### src/rtl/heat_chain.sv
// heat_chain: 1D explicit heat-diffusion solver over a chain of NODES
// fixed-point values. One node is updated per clock through one shared
// multiply-add datapath. Each step sweeps idx 0..NODES-1 in place.
//
// Handshake: start is sampled only in IDLE. An accepted start latches coef
// and steps and clears step_count and sat_flag. busy is high for exactly
// steps*NODES cycles, then done pulses high for one cycle with busy low.
// While busy (or done), start and wr_en are ignored. rd_data is always live.
module heat_chain #(
    parameter int WIDTH   = 32,
    parameter int FRAC    = 16,
    parameter int NODES   = 8,
    parameter int BC_MODE = 0,
    localparam int AW     = $clog2(NODES)
) (
    input  logic             clk,
    input  logic             rst_n,
    input  logic             wr_en,
    input  logic [AW-1:0]    wr_addr,
    input  logic [WIDTH-1:0] wr_data,
    input  logic [AW-1:0]    rd_addr,
    output logic [WIDTH-1:0] rd_data,
    input  logic [WIDTH-1:0] coef,
    input  logic [15:0]      steps,
    input  logic             start,
    output logic             busy,
    output logic             done,
    output logic [15:0]      step_count,
    output logic             sat_flag
);

    localparam int AW1 = AW + 1;
    localparam int LW  = WIDTH + 2;      // laplacian width
    localparam int PW  = 2 * WIDTH + 2;  // product / sum width
    localparam logic signed [PW-1:0] SAT_MAX = {{(PW-WIDTH+1){1'b0}}, {(WIDTH-1){1'b1}}};
    localparam logic signed [PW-1:0] SAT_MIN = {{(PW-WIDTH+1){1'b1}}, {(WIDTH-1){1'b0}}};

    typedef enum logic [1:0] {
        ST_IDLE  = 2'd0,
        ST_SWEEP = 2'd1,
        ST_DONE  = 2'd2
    } state_t;

    state_t            state_q, state_d;
    logic [AW-1:0]     idx_q, idx_d;
    logic [WIDTH-1:0]  prev_q, prev_d;
    logic [WIDTH-1:0]  coef_q, coef_d;
    logic [15:0]       steps_q, steps_d;
    logic [15:0]       step_count_q, step_count_d;
    logic              sat_q, sat_d;
    logic [WIDTH-1:0]  mem_q [NODES];
    logic [WIDTH-1:0]  mem_d [NODES];

    logic [WIDTH-1:0]  cur, nxt, left_nb, right_nb, upd;
    logic [AW:0]       idx_p1;
    logic              is_first, is_last, clamp;
    logic signed [LW-1:0] lap;
    logic signed [PW-1:0] prod, shifted, sum;

    assign idx_p1   = {1'b0, idx_q} + {{AW{1'b0}}, 1'b1};
    assign is_first = (idx_q == '0);
    assign is_last  = (idx_q == AW'(NODES - 1));

    assign busy       = (state_q == ST_SWEEP);
    assign done       = (state_q == ST_DONE);
    assign step_count = step_count_q;
    assign sat_flag   = sat_q;

    // Fetch the node being updated and its right neighbour (still old-time).
    always_comb begin
        cur = '0;
        nxt = '0;
        for (int i = 0; i < NODES; i++) begin
            if (idx_q == AW'(i))   cur = mem_q[i];
            if (idx_p1 == AW1'(i)) nxt = mem_q[i];
        end
    end

    // Neighbour selection; at the ends the mirrored ghost values are used.
    always_comb begin
        left_nb  = prev_q;
        right_nb = nxt;
        if (is_first) left_nb  = nxt;     // ghost u_{-1} = u_1
        if (is_last)  right_nb = prev_q;  // ghost u_N = u_{N-2}, pre-update copy
    end

    // Shared multiply-add: cur + (coef * laplacian) >>> FRAC, then clamp.
    always_comb begin
        lap = $signed({{2{left_nb[WIDTH-1]}}, left_nb})
            - $signed({cur[WIDTH-1], cur, 1'b0})
            + $signed({{2{right_nb[WIDTH-1]}}, right_nb});
        prod = $signed({{(PW-WIDTH){coef_q[WIDTH-1]}}, coef_q})
             * $signed({{(PW-LW){lap[LW-1]}}, lap});
        shifted = prod >>> FRAC;
        sum = $signed({{(PW-WIDTH){cur[WIDTH-1]}}, cur}) + shifted;
        clamp = 1'b0;
        upd   = sum[WIDTH-1:0];
        if (sum > SAT_MAX) begin
            upd   = SAT_MAX[WIDTH-1:0];
            clamp = 1'b1;
        end else if (sum < SAT_MIN) begin
            upd   = SAT_MIN[WIDTH-1:0];
            clamp = 1'b1;
        end
        // Fixed-value ends simply write back what they held.
        if ((BC_MODE == 0) && (is_first || is_last)) begin
            upd   = cur;
            clamp = 1'b0;
        end
    end

    // Live readback port; out-of-range addresses read as zero.
    always_comb begin
        rd_data = '0;
        for (int i = 0; i < NODES; i++) begin
            if (rd_addr == AW'(i)) rd_data = mem_q[i];
        end
    end

    // Next-state logic for the IDLE/SWEEP/DONE sequencer and node memory.
    always_comb begin
        state_d      = state_q;
        idx_d        = idx_q;
        prev_d       = prev_q;
        coef_d       = coef_q;
        steps_d      = steps_q;
        step_count_d = step_count_q;
        sat_d        = sat_q;
        mem_d        = mem_q;
        case (state_q)
            ST_IDLE: begin
                if (wr_en) begin
                    for (int i = 0; i < NODES; i++) begin
                        if (wr_addr == AW'(i)) mem_d[i] = wr_data;
                    end
                end
                if (start) begin
                    coef_d       = coef;
                    steps_d      = steps;
                    step_count_d = '0;
                    sat_d        = 1'b0;
                    idx_d        = '0;
                    state_d      = (steps != 16'd0) ? ST_SWEEP : ST_DONE;
                end
            end
            ST_SWEEP: begin
                for (int i = 0; i < NODES; i++) begin
                    if (idx_q == AW'(i)) mem_d[i] = upd;
                end
                prev_d = cur;
                if (clamp) sat_d = 1'b1;
                if (is_last) begin
                    step_count_d = step_count_q + 16'd1;
                    idx_d        = '0;
                    if (step_count_d == steps_q) state_d = ST_DONE;
                end else begin
                    idx_d = idx_q + 1'b1;
                end
            end
            ST_DONE: begin
                state_d = ST_IDLE;
            end
            default: begin
                state_d = ST_IDLE;
            end
        endcase
    end

    // State registers with asynchronous active-low reset.
    always_ff @(posedge clk or negedge rst_n) begin
        if (!rst_n) begin
            state_q      <= ST_IDLE;
            idx_q        <= '0;
            prev_q       <= '0;
            coef_q       <= '0;
            steps_q      <= '0;
            step_count_q <= '0;
            sat_q        <= 1'b0;
            for (int i = 0; i < NODES; i++) mem_q[i] <= '0;
        end else begin
            state_q      <= state_d;
            idx_q        <= idx_d;
            prev_q       <= prev_d;
            coef_q       <= coef_d;
            steps_q      <= steps_d;
            step_count_q <= step_count_d;
            sat_q        <= sat_d;
            mem_q        <= mem_d;
        end
    end

endmodule

### config.mk
export PLATFORM = sky130hd
export DESIGN_NAME = heat_chain
export DESIGN_NICKNAME = d
export VERILOG_FILES = /design/src/rtl/heat_chain.sv
export SDC_FILE = /design/constraint.sdc
export NUM_CORES = 2
export LEC_CHECK = 0
export ABC_AREA = 1
export CAP_MARGIN = 25
export CORE_MARGIN = 2
export CORE_UTILIZATION = 60
export DETAILED_ROUTE_END_ITERATION = 8
export HOLD_SLACK_MARGIN = 0.06
export PLACE_DENSITY = 0.82
export SYNTH_ARGS = -nofsm -noshare
export SYNTH_HDL_FRONTEND = slang
export SYNTH_SLANG_ARGS = --single-unit
### constraint.sdc
create_clock -name clk -period 30.3 [get_ports clk]
set_input_delay 3.03 -clock clk [delete_from_list [all_inputs] [get_ports clk]]
set_output_delay 3.03 -clock clk [all_outputs]
set_load 0.1 [all_outputs]
==> key figures <==
Synthesis
  • Cell taking the most area after synthesis: fa_1
  • Synthesized area per cell: 7.51 um2
  • Yosys reg bits: 358
  • Post-synthesis net count: 10.4k
  • Yosys warns: 0
  • Synth area leaders: fa_1, dfrtp_1, nand2_1
  • Ys flop type: dfrtp_1
  • Share of the synthesized area in the top cell type: 35.0%
  • Post-Syn Instances: 8880
  • Sequential area share after synthesis: 13.4%
  • Post-synth ARST share: 100%
  • Post-synth EDFFs: 0
  • Post-synth cell types: 64
  • Mapped cell area: 66700 um2

Critical path
  • Cell mode on critical path: nand2_1
  • CP Launch Type: flop
  • Worst endpoint data arrival time: 19240 ps
  • Critical Path RT: 30850 ps
  • Crit-path max cell delay: 1260 ps
  • Critical Path End Type: flop
  • Crit path max-delay family: adder cells
  • CP Class: flop to flop
  • Bufs and invs on worst path: 13
  • CP max FO: 32
  • Critical-path top delay cell: fa_1

Floorplan
  • Core Area: 111000 um2
  • I/O Pins: 141
  • Initial Util: 60.4%
  • Die height: 337 um
  • Die Area: 114000 um2
  • # rows: 122
  • Die Width: 337 um

Drt
  • Antenna Violating Nets Remaining: 0
  • Post-Route WL: 242 mm
  • Drt wl/cell: 23.5 um
  • Vias: 62.5k
  • Residual DRC: 0
  • DRT Pass-1 Iters: 9
  • Vias per cell: 6.05
  • Starting DRT DRC Count: 8064

CTS
  • Root Driver: clkbuf_16
  • # Post-CTS Setup Buffers: 0
  • Hold_buf cts: 0
  • CTS buffer count: 42
  • Max clock buf depth: 3
  • # H-tree levels: 2
  • Clock latency at the later pin of the worst-skew pair: 620 ps
  • # resized after CTS: 0
  • Clock slew at reported path FFs: 70 ps
  • # clock sinks: 358
  • TritonCTS clock tree: built

Global routing
  • Pin count of the biggest net entering global routing: 170
  • Global route overflow: 0
  • Vias in the first global route: 64.5k
  • Initial antenna violation count: 3
  • Total GRT Usage: 43.6%
  • First-pass GRT wire length: 374 mm

Outcome
  • Status: finished clean

Final layout
  • Share of cells above drive strength 1: 4.87%
  • Nets: 10.4k
  • Syn-to-layout area delta: 6.37%
  • Final std cells w/o fill: 10.3k

Timing
  • Tmin final: 18680 ps
  • Clock skew: 28.9 ps
  • Rel. slew slack: 19.6%
  • Post-route setup TNS: 0 ps
  • Unrepaired setup endpoints after global routing: no
  • Pins Over Slew Limit: 0
  • Final Hold Fails: 0
  • Actual slew at the worst max-slew pin: 1200 ps
  • Fin crit share: 61.7%
  • Final setup fails: 0
  • Max Fclk: 53.5 MHz

Run
  • Max cap viols: 0

Worst hold path
  • Hold Path Class: flop to flop

Placed design
  • Detail Placement HPWL: 184 mm
  • Cell Count Post-Placement: 10.3k
  • Port bufs: 140
  • Gpl congestion: 1.05
cells by family (layout without fill, tap and decap cells):
group	after synthesis	after routing	synth area share, %
AO/OA/AOI/OAI	1003	1003	8.90
other	0	3	0
buffers and inverters	2172	2139	12.5
AND/OR/NAND/NOR	3749	3749	22.9
flip-flops	358	358	13.4
adder cells (fa/ha/maj)	1457	1457	40.5
XOR/XNOR	138	138	1.85
multiplexers	3	3	0.0450
worst min-delay path, delay by kind of cell, from the launching register on:
| kind | cells | cell delay [ps] |
|---|---|---|
| flip-flops | 1 | 350 |
| AND/OR/NAND/NOR | 2 | 100 |
synth_stat cells, types with 41 or more instances:
library cell,instances
a31oi_1,68
fa_1,1168
nand2_2,51
nand4_1,42
xnor2_1,41
dfrtp_1,358
o22ai_1,43
o21ai_0,388
o211ai_1,61
o221ai_1,52
xor2_1,94
buf_2,58
nand3_1,163
nor3_1,52
inv_1,1744
a21oi_1,247
nand2_1,2360
nor2_1,936
ha_1,289
clkbuf_1,302
layout by cell type, fill, tap and decap left out, types with 94 or more instances in the layout:
cell             synthesis  layout
a21oi_1                247     247
nand3_1                163     162
fa_1                  1168    1168
inv_1                 1744    1734
o21ai_0                388     387
dfrtp_1                358     358
ha_1                   289     288
xor2_1                  94      94
buf_4                    4     132
nor2_1                 936     924
nand2_1               2360    2360
clkdlybuf4s50_1          0     139
state kept, by name, indices dropped and copies added (netlist names):
name / flops
step_count: 16
prev_q: 32
steps_q: 16
coef_q: 32
idx_q: 3
state_q: 2
sat_flag: 1
mem_q: 256
layout make-up:
class	count	area, um2
multi-input cells	6350	49600
fillers	9537	39500
flip-flops and latches	358	8960
inverters	1789	6720
repair buffers	277	2480
well taps	1488	1860
clock buffers	57	1170
clock inverters	16	218
diodes	3	7.51
routing by layer:
metal / part of all wire [%] / GRT usage [%] / wire length, um / vias to the layer above
met4: 8.5 / 28.9 / 20600 / 6
met2: 42 / 64.8 / 102000 / 4746
met3: 14 / 12.7 / 34800 / 1319
li1: - / - / - / 26600
met1: 35 / 55.6 / 84800 / 29900
met5: 0.024 / 0 / 59 / -
stage by stage:
step                      setup slack (ps)  instance area [um2]  hold WS, ps  util, %
after CTS                            12070                70900          482     64.2
after global routing                 10830                71000          505     64.2
final                                11620                71000          484     64.2
after floorplan                      16720                66700          444        -
after detailed placement             12160                69500          465     62.9
after global placement               11820                69500          463     62.9
worst paths after layout:
path                                        start                endpoint  slack, ps  cells past startpoint
max                          idx_q[0]$_DFFE_PN0P_   mem_q[91]$_DFFE_PN0P_      11620                     76
min                        mem_q[194]$_DFFE_PN0P_  mem_q[194]$_DFFE_PN0P_        480                      2
max reg2reg                  idx_q[0]$_DFFE_PN0P_   mem_q[91]$_DFFE_PN0P_      11620                     76
min reg2reg                mem_q[194]$_DFFE_PN0P_  mem_q[194]$_DFFE_PN0P_        480                      2
max in group asynchronous                   rst_n  coef_q[24]$_DFFE_PN0P_      25360                      3
min in group asynchronous                   rst_n  mem_q[215]$_DFFE_PN0P_       2450                      1
Power is left out: the tool's default activity adds up to more than one toggle a clock period on the data nets, which glitch-free logic cannot reach.
